$ cat config.mk
export PLATFORM = sky130hd
export DESIGN_NAME = lockstep_compare_unit
export DESIGN_NICKNAME = d
export VERILOG_FILES = /design/src/rtl/lockstep_pkg.sv /design/src/rtl/lockstep_delay_line.sv /design/src/rtl/lockstep_compare_unit.sv
export SDC_FILE = /design/constraint.sdc
export NUM_CORES = 1
export LEC_CHECK = 0
export CAP_MARGIN = 10
export CORE_ASPECT_RATIO = 0.8
export CORE_MARGIN = 2
export CORE_UTILIZATION = 30
export CTS_CLUSTER_DIAMETER = 30
export DETAILED_ROUTE_END_ITERATION = 16
export PLACE_DENSITY_LB_ADDON = 0.1
export REMOVE_ABC_BUFFERS = 1
export SYNTH_ARGS = -nofsm -noshare
export SYNTH_HDL_FRONTEND = slang
export SYNTH_SLANG_ARGS = --single-unit
$ cat constraint.sdc
create_clock -name clk -period 4.1 [get_ports clk]
set_input_delay 0.82 -clock clk [delete_from_list [all_inputs] [get_ports clk]]
set_output_delay 0.82 -clock clk [all_outputs]
set_load 0.03 [all_outputs]
$ cat src/rtl/lockstep_pkg.sv
// rtl/lockstep_pkg.sv - shared state type and bit-majority helper for the lockstep compare unit
package lockstep_pkg;

  typedef enum logic [1:0] {LS_DISABLED, LS_WARMUP, LS_CHECK, LS_FAULT} ls_state_e;

  localparam int unsigned LS_MAX_LANES = 32;

  // Majority over the low n bits; an exact tie resolves to tie.
  function automatic logic majority(input logic [LS_MAX_LANES-1:0] bits,
                                    input int unsigned n,
                                    input logic tie);
    int unsigned ones;
    ones = 0;
    for (int unsigned i = 0; i < LS_MAX_LANES; i++) begin
      if (i < n && bits[i]) ones++;
    end
    if (2 * ones > n) return 1'b1;
    else if (2 * ones == n) return tie;
    else return 1'b0;
  endfunction

endpackage

$ cat src/rtl/lockstep_delay_line.sv
// rtl/lockstep_delay_line.sv - DELAY-stage skew line; MSB is a valid bit with async reset, DELAY=0 passes through
module lockstep_delay_line #(
  parameter int WIDTH = 65,
  parameter int DELAY = 2
) (
  input  logic             clk,
  input  logic             rst_n,
  input  logic [WIDTH-1:0] in_data,
  output logic [WIDTH-1:0] out_data
);

  if (DELAY == 0) begin : g_pass
    logic unused_clk_rst;
    assign unused_clk_rst = clk ^ rst_n;
    assign out_data = in_data;
  end else begin : g_regs
    logic [DELAY-1:0] vld;
    logic [WIDTH-2:0] dat [DELAY];

    always_ff @(posedge clk or negedge rst_n) begin
      if (!rst_n) begin
        vld <= '0;
      end else begin
        vld[0] <= in_data[WIDTH-1];
        for (int i = 1; i < DELAY; i++) vld[i] <= vld[i-1];
      end
    end

    // Payload is only meaningful alongside its valid bit, so it carries no reset.
    always_ff @(posedge clk) begin
      dat[0] <= in_data[WIDTH-2:0];
      for (int i = 1; i < DELAY; i++) dat[i] <= dat[i-1];
    end

    assign out_data = {vld[DELAY-1], dat[DELAY-1]};
  end

endmodule

$ cat src/rtl/lockstep_compare_unit.sv
// rtl/lockstep_compare_unit.sv - lockstep checker comparing delayed lane 0 against shadow lanes; LOCKSTEP_VOTE_EN adds a majority voter
module lockstep_compare_unit
  import lockstep_pkg::*;
#(
  parameter int NUM_LANES = 3,
  parameter int WIDTH     = 64,
  parameter int DELAY     = 2,
  parameter int CNT_W     = 16
) (
  input  logic                       clk,
  input  logic                       rst_n,
  input  logic                       en_i,
  input  logic                       clr_i,
  input  logic [NUM_LANES-1:0]       valid_i,
  input  logic [NUM_LANES*WIDTH-1:0] lane_i,
  output logic                       mismatch_o,
  output logic                       fault_o,
  output logic                       irq_o,
  output logic [CNT_W-1:0]           mismatch_cnt_o,
  output logic [NUM_LANES-1:0]       first_mask_o,
  output logic [WIDTH-1:0]           voted_o
);

  localparam int WW = (DELAY > 1) ? $clog2(DELAY + 1) : 1;
  localparam logic [WW-1:0]    WARM_INIT = WW'(DELAY);
  localparam logic [CNT_W-1:0] CNT_MAX   = '1;

  ls_state_e            state, state_n;
  logic [WW-1:0]        warm, warm_n;
  logic [WIDTH:0]       d_in, d_out;
  logic                 v0d;
  logic [WIDTH-1:0]     data0d;
  logic [NUM_LANES-1:0] lane_mm;
  logic                 active, cmp;
  logic                 mm_q, irq_q;
  logic [CNT_W-1:0]     cnt_q;
  logic [NUM_LANES-1:0] mask_q;
  logic [WIDTH-1:0]     voted_q, voted_d;

  assign d_in = {valid_i[0], lane_i[WIDTH-1:0]};

  lockstep_delay_line #(.WIDTH(WIDTH + 1), .DELAY(DELAY)) u_delay (
    .clk      (clk),
    .rst_n    (rst_n),
    .in_data  (d_in),
    .out_data (d_out)
  );

  assign v0d    = d_out[WIDTH];
  assign data0d = d_out[WIDTH-1:0];

  always_comb begin
    lane_mm = '0;
    for (int k = 1; k < NUM_LANES; k++) begin
      lane_mm[k] = (v0d != valid_i[k]) || (v0d && (data0d != lane_i[k*WIDTH +: WIDTH]));
    end
  end

  // A clear in the same cycle suppresses the mismatch entirely.
  assign active = (state == LS_CHECK) || (state == LS_FAULT);
  assign cmp    = active && en_i && !clr_i && (|lane_mm);

  always_ff @(posedge clk or negedge rst_n) begin
    if (!rst_n) begin
      state <= LS_DISABLED;
      warm  <= '0;
    end else begin
      state <= state_n;
      warm  <= warm_n;
    end
  end

  always_comb begin
    state_n = state;
    warm_n  = warm;
    if (clr_i) begin
      state_n = en_i ? LS_WARMUP : LS_DISABLED;
      warm_n  = WARM_INIT;
    end else begin
      case (state)
        LS_DISABLED: begin
          if (en_i) begin
            state_n = LS_WARMUP;
            warm_n  = WARM_INIT;
          end
        end
        LS_WARMUP: begin
          if (!en_i) state_n = LS_DISABLED;
          else if (warm <= WW'(1)) state_n = LS_CHECK;
          else warm_n = warm - WW'(1);
        end
        LS_CHECK: begin
          if (!en_i) state_n = LS_DISABLED;
          else if (cmp) state_n = LS_FAULT;
        end
        LS_FAULT: state_n = LS_FAULT;
        default:  state_n = LS_DISABLED;
      endcase
    end
  end

  always_ff @(posedge clk or negedge rst_n) begin
    if (!rst_n) begin
      mm_q    <= 1'b0;
      irq_q   <= 1'b0;
      cnt_q   <= '0;
      mask_q  <= '0;
      voted_q <= '0;
    end else begin
      mm_q    <= cmp;
      irq_q   <= (state_n == LS_FAULT);
      voted_q <= voted_d;
      if (clr_i) begin
        cnt_q  <= '0;
        mask_q <= '0;
      end else begin
        if (cmp && cnt_q != CNT_MAX) cnt_q <= cnt_q + CNT_W'(1);
        if (cmp && state == LS_CHECK) mask_q <= lane_mm;
      end
    end
  end

`ifdef LOCKSTEP_VOTE_EN
  if (NUM_LANES < 3 || NUM_LANES % 2 == 0 || NUM_LANES > LS_MAX_LANES) begin : g_bad_lanes
    $error("LOCKSTEP_VOTE_EN requires an odd NUM_LANES between 3 and 32");
  end

  // Invalid lanes vote as zero; ties go to the primary lane.
  always_comb begin : p_vote
    logic [LS_MAX_LANES-1:0] col;
    voted_d = '0;
    for (int b = 0; b < WIDTH; b++) begin
      col    = '0;
      col[0] = v0d & data0d[b];
      for (int k = 1; k < NUM_LANES; k++) col[k] = valid_i[k] & lane_i[k*WIDTH + b];
      voted_d[b] = majority(col, 32'(NUM_LANES), col[0]);
    end
  end
`else
  assign voted_d = v0d ? data0d : '0;
`endif

  assign mismatch_o     = mm_q;
  assign fault_o        = (state == LS_FAULT);
  assign irq_o          = irq_q;
  assign mismatch_cnt_o = cnt_q;
  assign first_mask_o   = mask_q;
  assign voted_o        = voted_q;

endmodule
==> results.py <==
metrics = {
    "run": {
        "cap_viol_max_count": 0,
    },
    "timing": {
        "tns_ns": 0,
        "drv_slew": 0,
        "setup_viol_count_final": 0,
        "period_needed_ns": 3.106,
        "fin_worst_skew_ns": 0.02164,
        "hold_violations": 0,
        "rsz0062_at_grt": "false",
        "maxSlewHeadroom": 0.3324,
        "finalCritPeriodShare": 0.7576,
        "max_freq_mhz": 321.9,
        "worst_pin_slew_ns": 1.001,
    },
    "floorplan": {
        "rows": 51,
        "die_x_um": 179.9,
        "die_h_um": 144.7,
        "core_area_um2": 24310,
        "io_pins": 285,
        "start_util": 0.3055,
        "dieArea_um2": 26040,
    },
    "pwr": {
        "power_frac_seq": 0.374,
        "p_switching_mw": 1.439,
        "finalPower_mw": 6.172,
        "share_comb_of_total_power": 0.093,
        "max-vdd-ir-drop_mv": 0.2393,
        "intPower_mw": 4.733,
        "powerDensity_nw_per_um2": 511.8,
        "clock_power_share": 0.533,
        "leakagePower_nw": 4.931,
        "swShare": 0.2332,
    },
    "clocking": {
        "clockBufferDepth": 3,
        "tritoncts": "yes",
        "clkTransAtPathRegs_ns": 0.04,
        "htreeDepth": 2,
        "cts_resized": 0,
        "cts_root_buf": "clkbuf_16",
        "clkLatencyLatePin_ns": 0.52,
        "cts_buffers": 43,
        "cts.sinks": 218,
        "cts_setup_buffers": 0,
        "ctsHoldBuffers": 0,
    },
    "setup_path": {
        "end_kind": "register",
        "critPathArrivalTime_ns": 3.49,
        "path_max_fanout": 18,
        "crit_chain": "clkdlybuf4s50_1 > xor2_1 > nor4_1 > buf_4 > nand4_1 > o32a_1 > o21ai_4 > mux2i_1 > nor2_1",
        "critPathLaunchType": "input pin",
        "critPathKind": "input pin to register",
        "critPathMaxStageDelay_ns": 0.53,
        "cp.required_ns": 4.48,
        "r2r_cells": 9,
        "cp_slowest_cell": "o32a_1",
    },
    "logic_synthesis": {
        "ys_seq_area_frac": 0.6481,
        "synth_commonest_cells": "dfxtp_1 (128), dfrtp_1 (90), and2_1 (66), xnor2_1 (52), xor2_1 (47)",
        "synthCells": 604,
        "postSynthAreaPerCell_um2": 12.30,
        "synth_warnings": 0,
        "synth.most_common_cell": "dfxtp_1",
        "synth.largest_area_cell": "dfxtp_1",
        "dominantRegCellSynth": "dfxtp_1",
        "synth_cell_type_count": 54,
        "synth-async-reset-ratio": 0.4128,
        "synth_top_area_share": 0.3450,
        "synth_area_leaders": "dfxtp_1 (34%), dfrtp_1 (30%), xnor2_1 (6.1%), and2_1 (5.6%), xor2_1 (5.5%)",
        "syn_area_um2": 7428,
        "synth_seq_cells": 218,
        "synth_edf_count": 0,
    },
    "worst_hold_path": {
        "hold_path_class": "register to register",
        "hold_path_depth": 0,
    },
    "detailed_routing": {
        "drtIter0Drc": 211,
        "postRouteAntennaNets": 0,
        "wl_per_cell_um": 18.26,
        "dr_total_vias": 5435,
        "drtPass1Iterations": 4,
        "drc": 0,
        "routed_wl_um": 23390,
        "via_per_inst": 4.243,
    },
    "grt": {
        "track_usage": 0.1787,
        "grt_max_degree": 70,
        "grt_overflow_total": 0,
        "grt_pass1_vias": 5680,
        "grt_pass1_wl_um": 34560,
        "antenna_found_initial": 2,
    },
    "layout": {
        "area_delta_synth_final_pct": 62.34,
        "layout-drive-gt1-share": 0.08940,
        "multi_input_area_um2": 2452,
        "n_fill_cell": 2197,
        "final-seq-area_um2": 4816,
        "fin_nets": 1128,
    },
    "place": {
        "port_buffers": 283,
        "hpwl_um": 17950,
        "place_congestion": 0.7841,
    },
    "status": {
        "status": "complete, no violations",
    },
}
[registers in the layout, indices dropped and copies added (netlist names)]
register            flops
first_mask_o            2
irq_o                   1
mismatch_cnt_o         16
mismatch_o              1
state                   2
u_delay.g_regs.dat    128
u_delay.g_regs.vld      2
voted_o                64
warm                    2
[path summary, 6_finish.rpt]
check / start / endpoint / slack (ns)
worst max-delay path: lane_i[94] / mismatch_cnt_o[1] / 0.99
worst min-delay path: u_delay.g_regs.dat[0][59] / u_delay.g_regs.dat[0][123] / 0.32
worst max register to register: u_delay.g_regs.vld[1] / mismatch_cnt_o[1] / 1.29
worst min register to register: u_delay.g_regs.dat[0][59] / u_delay.g_regs.dat[0][123] / 0.32
max in group asynchronous: rst_n / mismatch_cnt_o[7] / 2.82
min in group asynchronous: rst_n / voted_o[1] / 0.44
[power by group through the flow]
stage	logic, mW	registers, mW	clock network [mW]
floorplan	0.150	2.40	0
global placement	0.577	2.35	0
detailed placement	0.578	2.35	0
CTS	0.582	2.31	3.37
global route	0.616	2.32	3.48
finish	0.573	2.31	3.29
[worst max-delay path, delay by kind of cell]
family	cells	cell delay, ns
muxes	1	0.23
and+or+nand+nor	3	0.66
buffers and inverters	2	0.62
AOI/OAI and AO/OA	2	0.97
xor gates and xnor gates	1	0.17
[cell families after synthesis]
kind of cell,synth area share
XOR/XNOR,0.1167
AO/OA/AOI/OAI,0.06350
buffers and inverters,0.02173
multiplexers,0.004211
adder cells (fa/ha/maj),0.003368
flip-flops,0.6481
AND/OR/NAND/NOR,0.1418
other,0.0005048
[per-layer routing]
metal,share of wire,vias to the layer above,track usage,wire [um]
met3,0.096,19,0.07207,2247
met2,0.44,212,0.2736,10250
met5,0.00056,-,0,13
met1,0.46,2498,0.2341,10660
met4,0.0092,2,0.04964,214
li1,-,2704,-,-
[final cells by class]
cell class	instances	area share
inverter	29	0.009027
sequential	218	0.3994
multi-input combinational	346	0.2034
clock inverter	20	0.01453
antenna	1	0.0002075
tap	318	0.03299
timing repair buffer	289	0.2384
clock buffer	60	0.1021
[layout by cell type (no fill, tap or decap), types with 9 or more instances in the layout]
cell and count:
dfxtp_1 128, clkbuf_16 44, xnor2_1 52, inv_1 29
a21oi_1 16, clkdlybuf4s50_1 282, xor2_1 47, nor2b_1 16
dfrtp_1 89, nand4_1 18, nor4_1 16, nand2_1 15
clkbuf_1 9, nor2_1 9, and2_1 66
[metrics by stage]
stage / hold slack (ns) / cell area, um^2 / util / std cells / setup WS (ns)
5_1_grt: 0.3214 / 12060 / 0.4960 / 1281 / 0.7926
4_1_cts: 0.3172 / 12060 / 0.4959 / 1280 / 0.9493
2_1_floorplan: 0.3096 / 7376 / - / 593 / 1.346
3_5_place_dp: 0.3121 / 10650 / 0.4381 / 1200 / 0.4231
3_3_place_gp: 0.3097 / 10650 / 0.4381 / 1200 / 0.4511
6_report: 0.3180 / 12060 / 0.4960 / 1281 / 0.9937
Note: power is estimated with default switching activity, not from simulation.
==> variant 1 (config.mk and constraints unchanged) <==
Remove the register `voted_q`: a continuous assignment takes its place, so the output `voted_o` follows one clock earlier.
--- a/src/rtl/lockstep_compare_unit.sv
+++ b/src/rtl/lockstep_compare_unit.sv
@@ -107,3 +107,2 @@
       mask_q  <= '0;
-      voted_q <= '0;
     end else begin
@@ -111,3 +110,2 @@
       irq_q   <= (state_n == LS_FAULT);
-      voted_q <= voted_d;
       if (clr_i) begin
@@ -121,2 +119,4 @@
   end
+
+  assign voted_q = voted_d;
 
Function: changed (Yosys sat finds a counterexample within 4 cycles, from zero or initial values and one cycle with rst_n low).
==> variant 1 against the original RTL <==
  * Total power decreased by 39%
  * Clock skew is 0.013 ns lower
  * Critical endpoint is now voted_o[50]
  * Largest power group is now registers
  * Combinational power decreased by 4.2%
  * Non-clock buffer count increased by 1
  * Cell area decreased by 21%
  * Global-route usage increased by 1.6 points
  * Wire length fell by 15%
  * Highest routed layer is now met4
  * Synthesized cell count shrank 11%
  * Sequential cell count fell by 64
  * Worst setup slack got worse by 0.25 ns
  * Via count down 8.9%
  * Count of clock-buffer cells in the layout is 41 lower
  * Synthesized area fell by 22%
==> variant 1: results (changes against the original RTL) <==
Run status
  – Status: complete, no violations

Clock tree
  – CTS sink count: 154 (-29%)
  – Clk_lat worst skew: 0.42 ns (-0.10 ns)
  – H-tree lvl count: 4 (+2)
  – CTS Buffer Depth: 2 (-1)
  – Clk pin slew, worst setup/hold paths: 0.07 ns (+0.03 ns)

Power and ir drop
  – Sequential share of power: 0.434 (+0.060)
  – Leak: 3.73 nW (-24%)
  – VDD IR max: 0.183 mV (-24%)

Final layout
  – Multi-input combinational area share: 0.256 (+0.0524)
  – FILL cells: 1761 (-20%)
  – Final instance area: 0.00959 sq mm (-21%)
  – FF+latch area: 0.00321 sq mm (-33%)
  – Final clock-cell share: 0.0624 (-0.0542)
  – Layout Nets: 1039 (-7.9%)
  – # clk buffers: 19 (-68%)
  – Layout cells sized above 1: 0.0541 (-0.0353)

GRT
  – Met1 Track Usage GR: 0.243 (+0.00903)
  – Initial antenna violation count: 1 (-1)
  – First-pass GRT wire length: 29.8 mm (-14%)
  – Pin count of the biggest net entering global routing: 38 (-46%)

Synth
  – Synth top area cells: dfxtp_1, dfrtp_1, xnor2_1
  – Mux contribution to synthesized area: 0.00537 (+0.00116)
  – Area share of xor/xnor cells in the synthesized design: 0.149 (+0.0321)
  – Register area share after synthesis: 0.551 (-0.0967)

Worst hold path
  – Hold endpoint: u_delay.g_regs.dat[0][107]
  – Hold_sp: u_delay.g_regs.dat[0][43]

Die
  – Die area: 0.0206 sq mm (-21%)

Worst setup path
  – Crit-path slowest cell: dfrtp_2
  – Cell family with most CP delay: buffers and inverters
  – FF-to-FF End: mismatch_cnt_o[11]

Detailed routing
  – Initial drt markers: 252 (+19%)
  – Met3 WL: 1.39 mm (-38%)
  – DR pass1 iterations: 6 (+2)
  – Vias per cell: 4.46 (+5.1%)
  – Metal-1 WL: 8.81 mm (-17%)

STA
  – Worst slew margin: 0.290 (-0.0424)
  – Clock skew: 0.00900 ns (-0.0126 ns)
[variant 1: metrics by stage]
step                total power [W]  hold slack (ns)  setup slack (ns)  cells
floorplan                   0.00187            0.310              1.35    529
global route                0.00393            0.330             0.641   1111
global placement            0.00221            0.310             0.456   1077
CTS                         0.00382            0.318             0.709   1109
finish                      0.00377            0.318             0.748   1111
detailed placement          0.00222            0.312             0.370   1077
[variant 1: worst max path at each step]
stage | startpoint | to | slack (ns) | cells after the start
floorplan | u_delay.g_regs.vld[1] | mismatch_cnt_o[1] | 1.35 | 8
finish | u_delay.g_regs.vld[1] | voted_o[50] | 0.75 | 3
global route | u_delay.g_regs.vld[1] | voted_o[22] | 0.64 | 3
CTS | u_delay.g_regs.vld[1] | voted_o[50] | 0.71 | 3
global placement | lane_i[94] | mismatch_cnt_o[7] | 0.46 | 10
detailed placement | lane_i[93] | mismatch_cnt_o[11] | 0.37 | 10
==> variant 2 (same settings) <==
Without the edit above. The parameter `CNT_W` goes from 16 to 20.
--- a/src/rtl/lockstep_compare_unit.sv
+++ b/src/rtl/lockstep_compare_unit.sv
@@ -7,3 +7,3 @@
   parameter int DELAY     = 2,
-  parameter int CNT_W     = 16
+  parameter int CNT_W     = 20
 ) (
Ports: changed (resized mismatch_cnt_o); port bits go from 285 to 289. The function was not compared with the original's and may differ.
==> variant 2 against the original RTL <==
  * Worst setup slack got worse by 0.035 ns
  * Sequential share of layout area is 1.2 points lower
  * Non-clock buffer count rose by 4
  * Via count grew 6.2%
  * Synthesized area up 4.0%
  * Cell area is 5.1% higher
  * Total power up 11%
  * Clock power grew 19%
  * Sequential cell count grew 4
  * Wire length grew 6.0%
==> variant 2: results (changes against the original RTL) <==
Synth
  – Average cell area after synthesis: 12.1 sq um (-1.4%)
  – Synth top area cells: dfxtp_1, dfrtp_1, xnor2_1
  – Most frequent cells after synthesis: dfxtp_1, dfrtp_1, xnor2_1
  – FFs w/ async S/R, synth: 0.423 (+0.0106)
  – Post-synth cell types: 56 (+3.7%)

STA
  – Clock skew: 0.0121 ns (-0.00951 ns)
  – Worst slew margin: 0.481 (+0.149)

GRT
  – Via count of the first global-routing pass: 6159 (+8.4%)
  – Pin count of the biggest net entering global routing: 95 (+36%)
  – Gr usage total: 0.185 (+0.00594)
  – First-pass GRT wire length: 37.1 mm (+7.4%)

Detailed routing
  – Vias per cell: 4.35 (+2.4%)
  – Vias after detailed routing: 5772 (+6.2%)
  – Initial drt markers: 208 (-1.4%)
  – Drt wl/cell: 18.7 microns (+2.2%)

Run status
  – Status: complete, no violations

Placed design
  – Worst slack, placed: 0.465 ns (+0.0420 ns)
  – DP HPWL: 19.1 mm (+6.3%)

Final layout
  – Layout cells sized above 1: 0.0968 (+0.00741)
  – Layout Nets: 1166 (+3.4%)
  – FILL cells: 2285 (+4.0%)

Worst setup path
  – Worst r2r src: u_delay.g_regs.dat[0][120]
  – Worst Setup SP: lane_i[109]
  – CP max FO: 13 (-5)
  – CP arrival: 3.53 ns (+0.04 ns)

Clock tree
  – TritonCTS Buffers: 46 (+7.0%)
-- variant 2: changes by cell type after synthesis, sizes merged, moves of 7 or more --
cell    before  now
xor2        47    4
nor2         9   17
nand4       18   25
or3          8    0
nand2b       8   18
xnor2       52   88
-- variant 2: layout make-up --
type                       instances  area, sq um  area share
sequential                       222         4920       0.388
timing repair buffer             293         2930       0.231
multi-input combinational        369         2630       0.207
clock buffer                      63         1340       0.105
tap                              324          405      0.0320
clock inverter                    22          339      0.0267
inverter                          33          124     0.00977
antenna                            2         5.00    0.000395
-- variant 2: critical path, cell delays in order --
cell             delay [ns]
clkdlybuf4s50_1        0.45
nor2b_1                0.15
a2111o_1               0.38
nor4_1                 0.37
buf_4                  0.18
nand4_1                0.12
o21ai_2                0.36
a21oi_2                0.21
buf_4                  0.23
mux2_2                 0.26
-- variant 2: layer usage --
metal | share of wire | up-vias | track usage
li1 | - | 2817 | -
met5 | 0 | - | 0
met3 | 0.094 | 38 | 0.0707
met4 | 0.020 | 0 | 0.0544
met2 | 0.43 | 211 | 0.278
met1 | 0.45 | 2706 | 0.247
-- variant 2: path summary, 6_finish.rpt --
path | cells after the start | endpoint | slack (ns)
max | 10 | mismatch_cnt_o[0] | 0.96
min | 0 | u_delay.g_regs.dat[0][68] | 0.32
max reg2reg | 9 | mismatch_cnt_o[0] | 1.32
min reg2reg | 0 | u_delay.g_regs.dat[0][68] | 0.32
max in group asynchronous | 2 | u_delay.g_regs.vld[1] | 3.26
min in group asynchronous | 2 | voted_o[33] | 0.34
-- variant 2: kinds of logic after synthesis --
kind of cell,count (synthesis),synth area share
flip-flops,222,0.636
AO/OA/AOI/OAI,63,0.0651
XOR/XNOR,92,0.104
adder cells (fa/ha/maj),2,0.00324
buffers and inverters,46,0.0240
AND/OR/NAND/NOR,202,0.154
other,1,0.000485
multiplexers,9,0.0128
-- variant 2: where the power goes --
part | switching [W] | internal [W] | total [W]
Combinational | 0.000250 | 0.000331 | 0.000581
Sequential | 0.0000651 | 0.00228 | 0.00235
Clock | 0.00119 | 0.00273 | 0.00391
Total | 0.00150 | 0.00534 | 0.00684
-- variant 2: stage by stage --
| step | utilization | area [sq um] | total power (W) |
|---|---|---|---|
| after global placement | 0.435 | 11000 | 0.00297 |
| after CTS | 0.501 | 12700 | 0.00693 |
| after floorplan | - | 7660 | 0.00260 |
| after detailed placement | 0.435 | 11000 | 0.00298 |
| after global routing | 0.501 | 12700 | 0.00709 |
| final | 0.501 | 12700 | 0.00684 |
